File: src/rtl/led_pkg.sv
// Constants shared by the LED pattern generator and the fade/PWM output stage.
package led_pkg;

  localparam int unsigned LED_NUM          = 4;
  localparam int unsigned PWM_W_DEF        = 8;
  localparam logic [7:0]  FADE_PERIODS_DEF = 8'd4;

endpackage

File: src/rtl/led_fade_pwm_if.sv
// Pattern-in / pin-out bundle between the pattern generator, the fade stage and the board.
interface led_fade_pwm_if;
  import led_pkg::*;

  logic [LED_NUM-1:0] led_in;
  logic               en;
  logic [LED_NUM-1:0] led_out;
  logic               fade_busy;

  modport master (
    output led_in,
    output en,
    input  led_out,
    input  fade_busy
  );

  modport slave (
    input  led_in,
    input  en,
    output led_out,
    output fade_busy
  );

endinterface

File: src/rtl/led_pwm_channel.sv
// One LED channel: saturating duty ramp (or bypass), PWM compare and registered pin driver.
module led_pwm_channel #(
  parameter int unsigned PWM_W      = 8,
  parameter logic        ACTIVE_LOW = 1'b1
) (
  input  logic             clk,
  input  logic             rst_n,
  input  logic             i_tgt,
  input  logic             i_en,
  input  logic             i_step_tick,
  input  logic [PWM_W-1:0] i_pwm_cnt,
  output logic             o_pin,
  output logic             o_busy
);

  localparam logic [PWM_W-1:0] DMAX = '1;

  logic [PWM_W-1:0] r_duty;
  logic [PWM_W-1:0] w_duty_next;
  logic             r_pin;
  logic             w_lit;

  always_comb begin
    w_duty_next = r_duty;
    if (!i_en) begin
      w_duty_next = i_tgt ? DMAX : '0;
    end else if (i_step_tick) begin
      // Saturating step toward the target extreme; a reversal just flips direction.
      if (i_tgt && (r_duty != DMAX)) begin
        w_duty_next = r_duty + 1'b1;
      end else if (!i_tgt && (r_duty != '0)) begin
        w_duty_next = r_duty - 1'b1;
      end
    end
  end

  // Full scale is forced lit so the LED is solid rather than dark for one cycle per period.
  assign w_lit  = (r_duty == DMAX) || (i_pwm_cnt < r_duty);
  assign o_busy = i_tgt ? (r_duty != DMAX) : (r_duty != '0);
  assign o_pin  = r_pin;

  always_ff @(posedge clk or negedge rst_n) begin
    if (!rst_n) begin
      r_duty <= '0;
      r_pin  <= ACTIVE_LOW;
    end else begin
      r_duty <= w_duty_next;
      r_pin  <= w_lit ^ ACTIVE_LOW;
    end
  end

endmodule

File: src/rtl/led_fade_pwm.sv
// LED output stage: per-channel PWM with smooth fade between pattern states, plus bypass.
module led_fade_pwm
  import led_pkg::*;
#(
  parameter int unsigned PWM_W        = PWM_W_DEF,
  parameter logic [7:0]  FADE_PERIODS = FADE_PERIODS_DEF,
  parameter logic        ACTIVE_LOW   = 1'b1
) (
  input  logic           clk,
  input  logic           rst_n,
  led_fade_pwm_if.slave  bus
);

  localparam logic [PWM_W-1:0] DMAX = '1;

  logic [PWM_W-1:0]   r_pwm_cnt;
  logic [7:0]         r_presc;
  logic [LED_NUM-1:0] r_tgt_q;
  logic               r_fade_busy;
  logic               w_per_tick;
  logic               w_presc_last;
  logic               w_step_tick;
  logic [LED_NUM-1:0] w_pin;
  logic [LED_NUM-1:0] w_busy;

  assign w_per_tick   = (r_pwm_cnt == DMAX);
  assign w_presc_last = (r_presc == (FADE_PERIODS - 8'd1));
  assign w_step_tick  = w_per_tick && w_presc_last;

  always_ff @(posedge clk or negedge rst_n) begin
    if (!rst_n) begin
      r_pwm_cnt   <= '0;
      r_presc     <= '0;
      r_tgt_q     <= '0;
      r_fade_busy <= 1'b0;
    end else begin
      r_pwm_cnt   <= r_pwm_cnt + 1'b1;
      r_tgt_q     <= bus.led_in;
      r_fade_busy <= |w_busy;
      if (w_per_tick) begin
        r_presc <= w_presc_last ? 8'd0 : (r_presc + 8'd1);
      end
    end
  end

  for (genvar g = 0; g < LED_NUM; g++) begin : g_ch
    led_pwm_channel #(
      .PWM_W      (PWM_W),
      .ACTIVE_LOW (ACTIVE_LOW)
    ) u_ch (
      .clk         (clk),
      .rst_n       (rst_n),
      .i_tgt       (r_tgt_q[g]),
      .i_en        (bus.en),
      .i_step_tick (w_step_tick),
      .i_pwm_cnt   (r_pwm_cnt),
      .o_pin       (w_pin[g]),
      .o_busy      (w_busy[g])
    );
  end

  assign bus.led_out   = w_pin;
  assign bus.fade_busy = r_fade_busy;

endmodule

File: src/flat_wrapper.sv
// flat-port wrapper written by rule: the top's interface ports become plain ports
module led_fade_pwm_flat import led_pkg::*;
#(
  parameter int unsigned PWM_W        = PWM_W_DEF,
  parameter logic [7:0]  FADE_PERIODS = FADE_PERIODS_DEF,
  parameter logic        ACTIVE_LOW   = 1'b1
)
  (clk, rst_n, bus_led_in, bus_en, bus_led_out, bus_fade_busy);
  led_fade_pwm_if bus_i ();
  input  logic clk;
  input  logic rst_n;
  input wire logic [$bits(bus_i.led_in)-1:0] bus_led_in;
  input wire logic [$bits(bus_i.en)-1:0] bus_en;
  output wire logic [$bits(bus_i.led_out)-1:0] bus_led_out;
  output wire logic [$bits(bus_i.fade_busy)-1:0] bus_fade_busy;
  assign bus_i.led_in = bus_led_in;
  assign bus_i.en = bus_en;
  assign bus_led_out = bus_i.led_out;
  assign bus_fade_busy = bus_i.fade_busy;
  led_fade_pwm #(.PWM_W(PWM_W), .FADE_PERIODS(FADE_PERIODS), .ACTIVE_LOW(ACTIVE_LOW)) u_core (.clk(clk), .rst_n(rst_n), .bus(bus_i));
endmodule
File: config.mk
export PLATFORM = sky130hd
export DESIGN_NAME = led_fade_pwm_flat
export DESIGN_NICKNAME = d
export VERILOG_FILES = /design/src/rtl/led_pkg.sv /design/src/rtl/led_fade_pwm_if.sv /design/src/rtl/led_pwm_channel.sv /design/src/rtl/led_fade_pwm.sv /design/src/flat_wrapper.sv
export SDC_FILE = /design/constraint.sdc
export NUM_CORES = 1
export LEC_CHECK = 0
export ABC_AREA = 0
export CAP_MARGIN = 15
export CORE_MARGIN = 5
export CORE_UTILIZATION = 45
export DETAILED_ROUTE_END_ITERATION = 8
export GPL_TIMING_DRIVEN = 0
export PLACE_DENSITY = 0.7
export SLEW_MARGIN = 10
export SYNTH_ARGS = -nofsm -noshare
export SYNTH_HDL_FRONTEND = slang
export SYNTH_SLANG_ARGS = --single-unit
File: constraint.sdc
create_clock -name clk -period 7.1 [get_ports clk]
set_input_delay 0.71 -clock clk [delete_from_list [all_inputs] [get_ports clk]]
set_output_delay 0.71 -clock clk [all_outputs]
set_load 0.1 [all_outputs]
After elaboration in Yosys (flattened, before gate mapping)
Index checks and enable logic that the tools add are counted.
Word-level totals
  register bits: 57
  bits in latches: 0
  RAM bits: 0
  bits in read-only memories: 0
  input port bits: 7
  memories: 0
Cells by class
  $add $sub $neg: 10
  $mul: 0
  div/mod/pow operators: 0
  $lt $le $gt $ge: 4
  equal/unequal tests: 15
  shift operators: 0
  multiplexer cells: 25
  bitwise gates (word level): 4
  reductions and logical operators: 26
Operators with widths (count)
  8-bit two-way mux: 21
  8-bit by 1-bit adder with 8-bit output, second input constant: 6
  8-bit == test, second input constant: 5
  8-bit less-than comparator: 4
  8-bit != test, second input constant: 4
  8-bit nonzero test: 4
  8-bit by 1-bit subtractor with 8-bit output, second input constant: 4
  3-bit by 1-bit != test with 1-bit output, second input constant: 4
  1-bit logical AND: 9
  8-bit by 2-bit == test with 1-bit output, second input constant: 1
  2-bit AND reduction: 4
  1-bit logical NOT: 4
  1-bit logical OR: 4
  1-bit two-way mux: 4
  1-bit NOT: 4
  4-bit OR reduction: 1
  2-bit by 1-bit != test with 1-bit output, second input constant: 1

Longest topological paths before layout
  word-level depth: 6
  mapped depth: 10
  gate-level depth less buffers: 10

Modules after synthesis
A second synthesis with hierarchy kept.
Second synthesis, totals
  cells, all modules: 460
  area, all modules: 4435.5 um^2
By module, submodules not included
  led_pwm_channel at u_core.g_ch[2].u_ch ...: times used 2, cells an instance 97, area an instance 889.6 um^2
  led_pwm_channel at u_core.g_ch[1].u_ch: times used 1, cells an instance 97, area an instance 894.6 um^2
  led_pwm_channel at u_core.g_ch[0].u_ch: times used 1, cells an instance 99, area an instance 889.6 um^2
  led_fade_pwm: times used 1, cells an instance 70, area an instance 872.1 um^2

Least setup slack after synthesis
OpenSTA, ideal clock, no wires.
  path type: register to register
  start: reg u_core.g_ch[3].u_ch.r_duty[0]
  end: reg u_core.g_ch[3].u_ch.r_duty[7]
  library setup time: 82 ps
  arrival: 2841 ps
  data required time: 7018 ps
  path slack: 4177 ps
  stages on the path, launching flop included: 10
  path buffers: 0
  period minus slack after synthesis: 2923 ps
  cells stage by stage: dfrtp_1 > nand4_1 > o21ai_0 > ha_1 > a21oi_1 > o211ai_1 > o41a_1 > xnor2_1 > or3_1 > a31oi_1
On the way
  longest elaborated chain between the ends: 5
Ends and longest elaborated chain
  start, declared: RTL line led_pwm_channel.sv:18  | logic [PWM_W-1:0] r_duty;
  start signal, assigned: RTL line led_pwm_channel.sv:47  | r_duty <= w_duty_next;
  8-bit by 1-bit subtractor with 8-bit output / 8-bit != test (equally long branches): RTL line led_pwm_channel.sv:32, led_pwm_channel.sv:29
  8-bit two-way mux / 1-bit logical AND (equally long branches): RTL line led_pwm_channel.sv:31, led_pwm_channel.sv:29
  8-bit two-way mux: RTL line led_pwm_channel.sv:29  | if (i_tgt && (r_duty != DMAX)) begin
  8-bit two-way mux: RTL line led_pwm_channel.sv:27  | end else if (i_step_tick) begin
  8-bit two-way mux: RTL line led_pwm_channel.sv:25  | if (!i_en) begin
Several ways; a longest one is shown, not always the timed one. The select of a mux whose other input is x is not followed.
A chain may end at the register's enable or synchronous reset.

Worst setup path in the final report
  start: reg u_core.g_ch[2].u_ch.r_duty[0]
  end: reg u_core.g_ch[2].u_ch.r_duty[7]
On the way
  longest elaborated chain between the ends: 5
Ends and longest elaborated chain (RTL line)
  start, declared: led_pwm_channel.sv:18
  start signal, assigned: led_pwm_channel.sv:47
  8-bit by 1-bit subtractor with 8-bit output / 8-bit != test (equally long branches): led_pwm_channel.sv:32, led_pwm_channel.sv:29
  8-bit two-way mux / 1-bit logical AND (equally long branches): led_pwm_channel.sv:31, led_pwm_channel.sv:29
  8-bit two-way mux: led_pwm_channel.sv:29
  8-bit two-way mux: led_pwm_channel.sv:27
  8-bit two-way mux: led_pwm_channel.sv:25
Several ways; a longest one is shown, not always the timed one. The select of a mux whose other input is x is not followed.

==> impl_metrics.ini <==
[sta]
finalCritPeriodShare = 0.469
worst_pin_slew_ps = 969
tns_ps = 0
max_freq_ghz = 0.300
slew_headroom = 0.352
hold_viol_final = 0
rsz0062_at_grt = false
setup-violations-final = 0
final_max_slew_viol_count = 0
period_needed_ps = 3330
fin_skew_ps = 8.60

[worst_setup_path]
crit_path_top_delay_cell = o41ai_1
start_kind = flip-flop
arrival_ps = 3570
endpoint_kind = flip-flop
critPathBufInv = 0
crit_fanout = 9
critical_path.top_delay_family = simple AND/OR/NAND/NOR gates
path_cells = nand4_1 -> or4_1 -> nand2_1 -> ha_1 -> a21oi_1 -> o211ai_1 -> o41ai_1 -> mux2i_1 -> and3_1 -> a211o_1
cp.required_ps = 7340
cp_slowest_stage_delay_ps = 580
criticalPathCategory = flip-flop to flip-flop

[cts]
worstSkewPairLatency_ps = 350
cts_resized = 0
cts_tree = built
clock-sinks = 57
cts_buffers = 9
cts_hold_buffers = 0
clk_path_buf_depth = 2
cts-htree-levels = 3
path_clk_slew_ps = 70
cts_setup_buffers = 0
cts_root_buf = clkbuf_8

[place]
dp_hpwl_um = 7090
portBuffers = 11
gp_congestion = 0.836

[logic_synthesis]
syn-cell-area_sq_mm = 0.00434
synth-warning-count = 0
synth_compound_area_frac = 0.171
synth_cell_types = 53
synth_xor_area_frac = 0.0706
synth_flop_cell = dfrtp_1
ys_seq_area_frac = 0.330
synthCells = 475
synth_seq_cells = 57
synth_common_cells = 58 x a21oi_1, 58 x ha_1, 53 x dfrtp_1
synthArstFlopShare = 1.00
synth_fp_nets = 544
yosys.area.top_type = dfrtp_1
synth.area.top_cells = dfrtp_1 31%, ha_1 17%, a21oi_1 6.7%, xnor2_1 4.0%, inv_1 3.3%
muxShareOfSynthArea = 0.0282
synth_top_area_share = 0.305
synth_top_family_by_area = adder cells
yosys.area_share.adder = 0.186
synth-simple-area-share = 0.163
syn-mean-instance-area_sq_um = 9.14
synth-edff-count = 0

[pwr]
power_frac_seq = 0.424
clkPwrFrac = 0.309
power.switching_mw = 0.300
power.internal_mw = 0.594
ir_drop_mv = 0.128
combPwrFrac = 0.267
switching_share = 0.336
p_per_area_mw_per_mm2 = 187
finalPower_mw = 0.894
p_leak_nw = 2.23

[grt]
grt_pass1_wl_um = 16700
grt_util_met3 = 0.0394
grt_busiest_layer = met2
grt_max_degree = 58
grtUsageTotal = 0.181
gr-total-overflow = 0
met2_usage = 0.290
use_met1 = 0.236
antenna_found_initial = 0
grt_pass1_vias = 3542

[drt]
dr.pass1.iters = 5
drt-initial-drc-count = 158
routed_via_density = 5.69
routedWlPerCell_um = 15.6
finalWirelength_um = 9880
drtAntennaViolNets = 0
vias = 3594
drt_drc_violations_left = 0

[worst_hold_path]
min_path_type = input pin to async pin

[finish]
fin_nets = 567
drive_gt1_frac = 0.0656
n_fill_cell = 893
diodes = 0
area.growth.synth_to_final_pct = 10.3

[die]
dieArea_sq_mm = 0.0117
core_area_sq_mm = 0.00933
rows = 35
die_h_um = 108
io_pins = 12
die_x_um = 108
start_util = 0.465

[outcome]
status = completed

[run]
maxCapViolations = 0
==> kinds of logic (layout without fill, tap and decap cells) <==
logic type	count (synthesis)	count (layout)
multiplexers	12	12
AND/OR/NAND/NOR	134	134
XOR/XNOR	35	35
buffers and inverters	52	80
AO/OA/AOI/OAI	123	123
adder cells (fa/ha/maj)	62	62
flip-flops	57	57
==> final timing paths <==
check / slack (ps) / start / depth (start not counted) / endpoint
hold reg to reg: 490 / u_core.r_presc[5] / 1 / u_core.r_presc[5]
max in group asynchronous: 6170 / rst_n / 1 / u_core.r_tgt_q[0]
setup / recovery: 3770 / u_core.g_ch[2].u_ch.r_duty[0] / 10 / u_core.g_ch[2].u_ch.r_duty[7]
hold / removal: 410 / rst_n / 1 / u_core.g_ch[1].u_ch.r_duty[6]
setup reg to reg: 3770 / u_core.g_ch[2].u_ch.r_duty[0] / 10 / u_core.g_ch[2].u_ch.r_duty[7]
min in group clk: 490 / u_core.r_presc[5] / 1 / u_core.r_presc[5]
==> worst reg2reg max path: cells and delay by family (launching register included) <==
family	cells	cell delay (ps)
AO/OA/AOI/OAI	4	1120
adder cells (fa/ha/maj)	1	300
flip-flops	1	490
AND/OR/NAND/NOR	4	1180
multiplexers	1	140
==> cells in the final DEF, fill, tap and decap left out, types with 5 or more instances in the layout <==
cell	instances
nand3_1	19
inv_1	38
or4_1	5
xor2_1	15
nor2b_1	6
nor3_1	7
ha_1	58
clkbuf_8	11
buf_4	7
nor2_1	33
and3_1	7
a211oi_1	6
mux2i_1	10
a21o_1	13
a21oi_1	58
nand2_1	20
dfrtp_1	53
clkdlybuf4s50_1	10
clkbuf_1	7
o21ai_0	15
xnor2_1	20
nor4_1	6
nand4_1	15
==> per-stage QoR <==
stage / instance area [sq um] / util / setup WS (ps) / cells / hold slack, ps
2_1_floorplan: 4340 / - / 4180 / 475 / 414
5_1_grt: 4790 / 0.513 / 3520 / 632 / 484
4_1_cts: 4780 / 0.513 / 3650 / 631 / 442
6_report: 4790 / 0.513 / 3770 / 632 / 406
3_5_place_dp: 4610 / 0.494 / 3670 / 615 / 485
3_3_place_gp: 4610 / 0.495 / 3510 / 615 / 475
==> power by group through the flow <==
stage / Combinational (mW) / Sequential, mW / Clock, mW
after floorplan: 0.187 / 0.375 / 0
final: 0.238 / 0.379 / 0.276
after global routing: 0.269 / 0.383 / 0.297
after CTS: 0.238 / 0.378 / 0.283
after detailed placement: 0.236 / 0.384 / 0
after global placement: 0.227 / 0.383 / 0
==> cell type report <==
cell class,count,area (sq um),share of cell area
plain buffers,14,83.8,0.0175
clock buffers,13,159,0.0332
clock inverters,3,15.0,0.00313
inverters,38,143,0.0298
multi-input cells,366,2680,0.560
flip-flops and latches,57,1430,0.299
well taps,129,161,0.0337
repair buffers,12,113,0.0235
==> per-layer routing <==
metal | share of wire | routed length [um]
met5 | 0 | 0
met4 | 0.023 | 231
met3 | 0.041 | 409
met2 | 0.47 | 4690
met1 | 0.46 | 4550
==> registers in the layout, summed over array words and instances, names as in the netlist <==
| register | cells |
|---|---|
| u_core.r_presc | 8 |
| u_core.r_tgt_q | 4 |
| u_core.bus.fade_busy | 1 |
| u_core.r_pwm_cnt | 8 |
| u_core.g_ch.u_ch.r_duty | 32 |
| u_core.g_ch.u_ch.o_pin | 4 |
Note: power is estimated with default switching activity, not from simulation.
